==> src/rtl/mem_ops_pkg.sv <==
// Shared definitions for the memory-stage controller: op-codes, FSM state
// encoding, default widths and a small op-classification helper.
package mem_ops_pkg;

    localparam int DATA_W_DEF = 16;
    localparam int ADDR_W_DEF = 11;

    localparam logic [2:0] OP_NOP  = 3'd0;
    localparam logic [2:0] OP_LDM  = 3'd1;
    localparam logic [2:0] OP_LDD  = 3'd2;
    localparam logic [2:0] OP_STD  = 3'd3;
    localparam logic [2:0] OP_PUSH = 3'd4;
    localparam logic [2:0] OP_POP  = 3'd5;

    typedef enum logic [1:0] {
        ST_IDLE   = 2'd0,
        ST_ACCESS = 2'd1,
        ST_DONE   = 2'd2
    } state_t;

    // True for ops whose result goes back to write-back after a memory read.
    function automatic logic is_load_op(input logic [2:0] code);
        logic result;
        case (code)
            OP_LDD:  result = 1'b1;
            OP_POP:  result = 1'b1;
            default: result = 1'b0;
        endcase
        return result;
    endfunction

endpackage

==> src/rtl/mem_stage_ctrl_sp_unit.sv <==
// Stack pointer register with post-decrement (PUSH) / pre-increment (POP)
// update and full/empty flags used by the optional stack check.
import mem_ops_pkg::*;

module sp_unit #(
    parameter int              ADDR_W  = ADDR_W_DEF,
    parameter logic [ADDR_W-1:0] SP_INIT = 11'h7FF
) (
    input  logic              clk,
    input  logic              rst,
    input  logic              push_done,
    input  logic              pop_done,
    output logic [ADDR_W-1:0] sp,
    output logic [ADDR_W-1:0] sp_plus1,
    output logic              at_bottom,
    output logic              at_top
);

    localparam logic [ADDR_W-1:0] ONE  = {{(ADDR_W-1){1'b0}}, 1'b1};
    localparam logic [ADDR_W-1:0] ZERO = {ADDR_W{1'b0}};

    logic [ADDR_W-1:0] sp_r;

    // Stack pointer moves only when a PUSH/POP access is acknowledged; wraps modulo 2^ADDR_W.
    always_ff @(posedge clk or posedge rst) begin
        if (rst) begin
            sp_r <= SP_INIT;
        end else if (push_done) begin
            sp_r <= sp_r - ONE;
        end else if (pop_done) begin
            sp_r <= sp_r + ONE;
        end else begin
            sp_r <= sp_r;
        end
    end

    assign sp        = sp_r;
    assign sp_plus1  = sp_r + ONE;
    assign at_bottom = (sp_r == ZERO);
    assign at_top    = (sp_r == SP_INIT);

endmodule

==> src/rtl/mem_stage_ctrl.sv <==
// Memory-stage controller: accepts one memory op at a time, runs the
// data-memory req/ack handshake and returns load/immediate results.
// Optional feature macro: STACK_CHECK_EN (reject PUSH on full / POP on empty stack).
import mem_ops_pkg::*;

module mem_stage_ctrl #(
    parameter int                DATA_W  = DATA_W_DEF,
    parameter int                ADDR_W  = ADDR_W_DEF,
    parameter logic [ADDR_W-1:0] SP_INIT = 11'h7FF
) (
    input  logic              clk,
    input  logic              rst,
    input  logic              op_valid,
    output logic              op_ready,
    input  logic [2:0]        op_code,
    input  logic [ADDR_W-1:0] op_addr,
    input  logic [DATA_W-1:0] op_data,
    output logic              mem_req,
    output logic              mem_we,
    output logic [ADDR_W-1:0] mem_addr,
    output logic [DATA_W-1:0] mem_wdata,
    input  logic [DATA_W-1:0] mem_rdata,
    input  logic              mem_ack,
    output logic              res_valid,
    output logic [DATA_W-1:0] res_data,
    output logic [ADDR_W-1:0] sp,
    output logic              stack_exc
);

    state_t            state_r, state_n;
    logic [2:0]        op_r, op_n;
    logic              req_r, req_n;
    logic              we_r, we_n;
    logic [ADDR_W-1:0] addr_r, addr_n;
    logic [DATA_W-1:0] wdata_r, wdata_n;
    logic              res_valid_r, res_valid_n;
    logic [DATA_W-1:0] res_data_r, res_data_n;
    logic              exc_r, exc_n;
    logic              push_done_s, pop_done_s;
    logic [ADDR_W-1:0] sp_s, sp_plus1_s;
    logic              at_bottom_s, at_top_s;
    logic              reject_push_s, reject_pop_s;

    sp_unit #(
        .ADDR_W  (ADDR_W),
        .SP_INIT (SP_INIT)
    ) u_sp (
        .clk       (clk),
        .rst       (rst),
        .push_done (push_done_s),
        .pop_done  (pop_done_s),
        .sp        (sp_s),
        .sp_plus1  (sp_plus1_s),
        .at_bottom (at_bottom_s),
        .at_top    (at_top_s)
    );

`ifdef STACK_CHECK_EN
    assign reject_push_s = at_bottom_s;
    assign reject_pop_s  = at_top_s;
`else
    // Without the check the stack simply wraps; the flags have no consumer.
    logic unused_stack_flags;
    assign unused_stack_flags = at_bottom_s & at_top_s;
    assign reject_push_s = 1'b0;
    assign reject_pop_s  = 1'b0;
`endif

    // Next-state and next-output decode; every registered output gets a default first.
    always_comb begin
        state_n     = state_r;
        op_n        = op_r;
        req_n       = req_r;
        we_n        = we_r;
        addr_n      = addr_r;
        wdata_n     = wdata_r;
        res_valid_n = 1'b0;
        res_data_n  = res_data_r;
        exc_n       = 1'b0;
        push_done_s = 1'b0;
        pop_done_s  = 1'b0;
        case (state_r)
            ST_IDLE: begin
                if (op_valid) begin
                    op_n = op_code;
                    case (op_code)
                        OP_LDM: begin
                            state_n     = ST_DONE;
                            res_valid_n = 1'b1;
                            res_data_n  = op_data;
                        end
                        OP_LDD: begin
                            state_n = ST_ACCESS;
                            req_n   = 1'b1;
                            we_n    = 1'b0;
                            addr_n  = op_addr;
                        end
                        OP_STD: begin
                            state_n = ST_ACCESS;
                            req_n   = 1'b1;
                            we_n    = 1'b1;
                            addr_n  = op_addr;
                            wdata_n = op_data;
                        end
                        OP_PUSH: begin
                            if (reject_push_s) begin
                                state_n = ST_DONE;
                                exc_n   = 1'b1;
                            end else begin
                                state_n = ST_ACCESS;
                                req_n   = 1'b1;
                                we_n    = 1'b1;
                                addr_n  = sp_s;
                                wdata_n = op_data;
                            end
                        end
                        OP_POP: begin
                            if (reject_pop_s) begin
                                state_n = ST_DONE;
                                exc_n   = 1'b1;
                            end else begin
                                state_n = ST_ACCESS;
                                req_n   = 1'b1;
                                we_n    = 1'b0;
                                addr_n  = sp_plus1_s;
                            end
                        end
                        default: begin
                            // NOP and reserved codes are consumed without effect.
                            state_n = ST_IDLE;
                        end
                    endcase
                end else begin
                    state_n = ST_IDLE;
                end
            end
            ST_ACCESS: begin
                if (mem_ack) begin
                    state_n     = ST_DONE;
                    req_n       = 1'b0;
                    we_n        = 1'b0;
                    push_done_s = (op_r == OP_PUSH);
                    pop_done_s  = (op_r == OP_POP);
                    if (is_load_op(op_r)) begin
                        res_valid_n = 1'b1;
                        res_data_n  = mem_rdata;
                    end else begin
                        res_valid_n = 1'b0;
                    end
                end else begin
                    state_n = ST_ACCESS;
                end
            end
            ST_DONE: begin
                state_n = ST_IDLE;
            end
            default: begin
                state_n = ST_IDLE;
                req_n   = 1'b0;
                we_n    = 1'b0;
            end
        endcase
    end

    // State and output registers; reset drops an open request immediately.
    always_ff @(posedge clk or posedge rst) begin
        if (rst) begin
            state_r     <= ST_IDLE;
            op_r        <= OP_NOP;
            req_r       <= 1'b0;
            we_r        <= 1'b0;
            addr_r      <= {ADDR_W{1'b0}};
            wdata_r     <= {DATA_W{1'b0}};
            res_valid_r <= 1'b0;
            res_data_r  <= {DATA_W{1'b0}};
            exc_r       <= 1'b0;
        end else begin
            state_r     <= state_n;
            op_r        <= op_n;
            req_r       <= req_n;
            we_r        <= we_n;
            addr_r      <= addr_n;
            wdata_r     <= wdata_n;
            res_valid_r <= res_valid_n;
            res_data_r  <= res_data_n;
            exc_r       <= exc_n;
        end
    end

    assign op_ready  = (state_r == ST_IDLE);
    assign mem_req   = req_r;
    assign mem_we    = we_r;
    assign mem_addr  = addr_r;
    assign mem_wdata = wdata_r;
    assign res_valid = res_valid_r;
    assign res_data  = res_data_r;
    assign sp        = sp_s;
    assign stack_exc = exc_r;

endmodule

==> config.mk <==
export PLATFORM = sky130hd
export DESIGN_NAME = mem_stage_ctrl
export DESIGN_NICKNAME = d
export VERILOG_FILES = /design/src/rtl/mem_ops_pkg.sv /design/src/rtl/mem_stage_ctrl_sp_unit.sv /design/src/rtl/mem_stage_ctrl.sv
export SDC_FILE = /design/constraint.sdc
export NUM_CORES = 1
export LEC_CHECK = 0
export ABC_AREA = 1
export CAP_MARGIN = 20
export CELL_PAD_IN_SITES_DETAIL_PLACEMENT = 1
export CELL_PAD_IN_SITES_GLOBAL_PLACEMENT = 2
export CORE_UTILIZATION = 26
export DETAILED_ROUTE_END_ITERATION = 10
export GPL_TIMING_DRIVEN = 0
export PLACE_DENSITY_LB_ADDON = 0.15
export SYNTH_ARGS = -nofsm -noshare
export SYNTH_HDL_FRONTEND = slang
export SYNTH_SLANG_ARGS = --single-unit
==> constraint.sdc <==
create_clock -name clk -period 2.89 [get_ports clk]
set_input_delay 0.7225 -clock clk [delete_from_list [all_inputs] [get_ports clk]]
set_output_delay 0.7225 -clock clk [all_outputs]
set_load 0.05 [all_outputs]
==> metrics.md <==
| Metric | Value |
|---|---|
| Status | complete, no violations |
| Synthesized Nets | between 400 and 500 |
| Post-synthesis sequential area ratio | 0.480 |
| Clock sink total | 62 |
| Class of the worst hold path | reg2reg |
| GR Util met3 | 0.0569 |
| CTS H-tree lvls | 3 |
| Drt total wl | ~11000 um |
| Max Cap Viol | 0 |
| Hold wc startpoint | mem_wdata[8]$_DFFE_PP0P_ |
| Core Box Area | approximately 12000 um2 |
| Die Y | about 110 um |
| Post-synthesis instance total | about 400 |
| Placed cell areas | about 4500 um2 |
| Final min period | 2530 ps |
| Worst hold stages | 2 |
| Reg2reg path depth | 9 |
| Max VDD drop | around 0.53 mV |
| Delay-heaviest family, CP | buffers and inverters |
| Worst EP required | ~2200 ps |
| Final ANT Viol Nets | 0 |
| Crit path buf inv count | 3 |
| Crit path max fanout | 4 |
| Reg area | roughly 1600 um2 |
| Detailed Route Iter0 Violations | between 90 and 100 |
| Post-route cell area | 4860 um2 |
| Met1 Use GR | 0.205 |
| IO Pins | between 100 and 150 |
| Detailed-route DRC error count | 0 |
| Setup ws final | about 360 ps |
| CTS Buf Count | 9 |
| Clk buf depth | 2 |
| Share of cells above drive strength 1 | 0.0973 |
| First drt pass iteration count | 4 |
| Synthesized cell area | about 3300 um2 |
| Filler Cell Count | roughly 1.5k |
| Leak | roughly 0.0022 uW |
| Final setup viols | 0 |
| Area of the multi-input gates | 1470 um2 |
| Relative slew slack | 0.457 |
| Hold endpoint | mem_wdata[8]$_DFFE_PP0P_ |
| Worst Tran Pin Value | a little over 800 ps |
| Die X | 114 um |
| RSZ-0062 raised after global routing | false |
| Data arrival, critical path | ~1800 ps |
| Post-CTS Hold Buffers | 0 |
| Max Fclk | between 300 and 400 MHz |
| Cell at the root of the clock tree | clkbuf_16 |
| GR met2 Demand/Resource | 0.296 |
| Fin crit share | 0.875 |
| Via density | 4.50 |
| Crit start category | register |
| Global placer's final weighted congestion | between 0.7 and 0.8 |
| IO Port Bufs | between 100 and 150 |
| CP Capture Type | output port |
| Final nets | ~570 |
| Post-synth cell types | 30 |
| Final Skew | 4.25 ps |
| Syn Area/Cell | just over 8 um2 |
| Wire length per cell | between 15 and 20 um |
| Starting Density | 0.269 |
| Hold_ws | 473 ps |
| Die ar. | approximately 13000 um2 |
| Hold Fails Final Rpt | 0 |
| FF-to-FF Start | state_r[0]$_DFF_PP0_ |
| CTS clock-pin slew for the worst setup and hold paths | 50 ps |
| Initial antenna violation count | 0 |
| Pwr Total | between 5000 and 6000 uW |
| Pwr/cell area | 1140 nW/um2 |
| Detailed Place HPWL | roughly 8000 um |
| Crit-path slowest cell | clkdlybuf4s50_1 |
| Flop2flop setup slack | between 1000 and 1500 ps |
| CTS tree | done |
| Vias in the first global route | approximately 3.3k |
| ANT cells | 0 |
| DR vias | approximately 3.1k |
| Crit path largest cell delay | around 790 ps |
| Fin. max-slew vios | 0 |
| Post-CTS sizing | 0 |
| GRT Max-Usage Layer | met2 |
| Layout area overhead | 49.1% |
| GRT Residual Overflow | 0 |
| Largest net degree at the start of global routing | between 60 and 70 |
| FF-to-FF End | mem_wdata[1]$_DFFE_PP0P_ |
| Pre-CTS worst setup slack | approximately 190 ps |
| #FFs+latches synth | 62 |
| Crit path depth | 4 |
| Post-CTS Setup Bufs | 0 |
| Worst skew pair latency | ~330 ps |
| Yosys warns | 0 |
| WS Path Type | reg2out |
| First-pass GRT wire length | ~17000 um |
| Gr usage total | 0.175 |
| CP Cell Sequence | inv_2 -> nand2_2 -> inv_1 -> clkdlybuf4s50_1 |
| Row count | 40 |
==> worst max path at each step <==
stage                          from                         to  slack [ps]
2_1_floorplan                   rst    mem_addr[0]$_DFFE_PP0P_         640
3_3_place_gp                    rst  mem_wdata[12]$_DFFE_PP0P_        -750
3_5_place_dp             op_code[2]    mem_addr[0]$_DFFE_PP0P_         190
4_1_cts        state_r[0]$_DFF_PP0_                   op_ready         340
5_1_grt        state_r[0]$_DFF_PP0_                   op_ready         310
6_report       state_r[0]$_DFF_PP0_                   op_ready         360
==> worst register-to-register path, stage by stage (launching register included) <==
cell and delay (ps):
dfrtp_1 430, inv_2 100, nand2_2 100, nor2_8 150, inv_2 70, o21ai_4 330
inv_2 180, buf_6 190, nand2_1 70, nand2_1 50
==> cells in the mapped netlist (all sizes together) <==
cell type,n,share of area
nand2,133,0.16
dfrtp,51,0.39
ha,2,0.0077
nand3,22,0.034
a21oi,18,0.028
conb,1,0.0012
xor2,10,0.027
clkinv,1,0.0012
inv,34,0.039
a31oi,1,0.0019
o21ai,28,0.046
mux2i,16,0.049
clkbuf,2,0.0023
nor2,42,0.055
nand4,2,0.0038
o221ai,2,0.0054
o211ai,4,0.0092
nand3b,1,0.0023
buf,12,0.027
o2bb2ai,8,0.022
dfstp,11,0.089
==> power breakdown <==
part           total [uW]  switching [uW]  internal [uW]
combinational        2860            1910            941
clock                1170             398            776
sequential           1520             267           1260
==> cell families after synthesis <==
| kind of cell | synth area share |
|---|---|
| and+or+nand+nor | 0.253 |
| xor gates and xnor gates | 0.0269 |
| DFF | 0.480 |
| muxes | 0.0492 |
| adders and majority gates | 0.00768 |
| buffers and inverters | 0.0699 |
| other | 0.00115 |
| AOI/OAI and AO/OA | 0.112 |
==> layer usage <==
metal	vias to the layer above	routed length [um]
met4	0	195
met3	15	781
li1	1531	-
met5	-	0
met2	81	5120
met1	1488	4560
==> flip-flops by register name (all words and copies together) (netlist names) <==
signal     flops
mem_we         1
u_sp.sp       11
state_r        2
op_r           3
mem_req        1
mem_wdata     16
res_data      16
res_valid      1
mem_addr      11
==> cell type report <==
class	instances	share of cell area
Buffer	14	0.0198
Clock buffer	12	0.0507
Clock inverter	4	0.0144
Inverter	35	0.0276
Multi-Input combinational cell	290	0.302
Sequential cell	62	0.322
Tap cell	168	0.0433
Timing Repair Buffer	107	0.220
==> through the flow <==
step	instances	setup TNS (ps)	util
finish	692	0	0.401
global route	692	0	0.401
CTS	692	0	0.401
detailed placement	676	0	0.375
global placement	676	-38810	0.375
floorplan	401	0	-
==> placed cells by master (no fill, tap or decap), types with 2 or more instances in the layout <==
master,netlist,routed
clkbuf_1,2,4
o211ai_1,4,4
nand3_1,22,22
o21ai_1,17,17
bufinv_16,0,2
nor2_2,2,2
buf_2,5,5
mux2i_1,16,16
clkinv_2,0,2
clkdlybuf4s50_1,0,107
o21ai_0,10,10
dfrtp_1,51,51
buf_6,3,3
ha_1,2,2
nand2_2,3,3
dfstp_2,11,11
inv_1,29,28
xor2_1,10,10
a21oi_1,18,18
nor2_1,39,39
nand2_1,129,129
inv_2,5,5
clkbuf_16,0,9
o221ai_1,2,2
nand4_1,2,2
buf_4,4,4
o2bb2ai_1,8,8
Note: power is estimated with default switching activity, not from simulation.
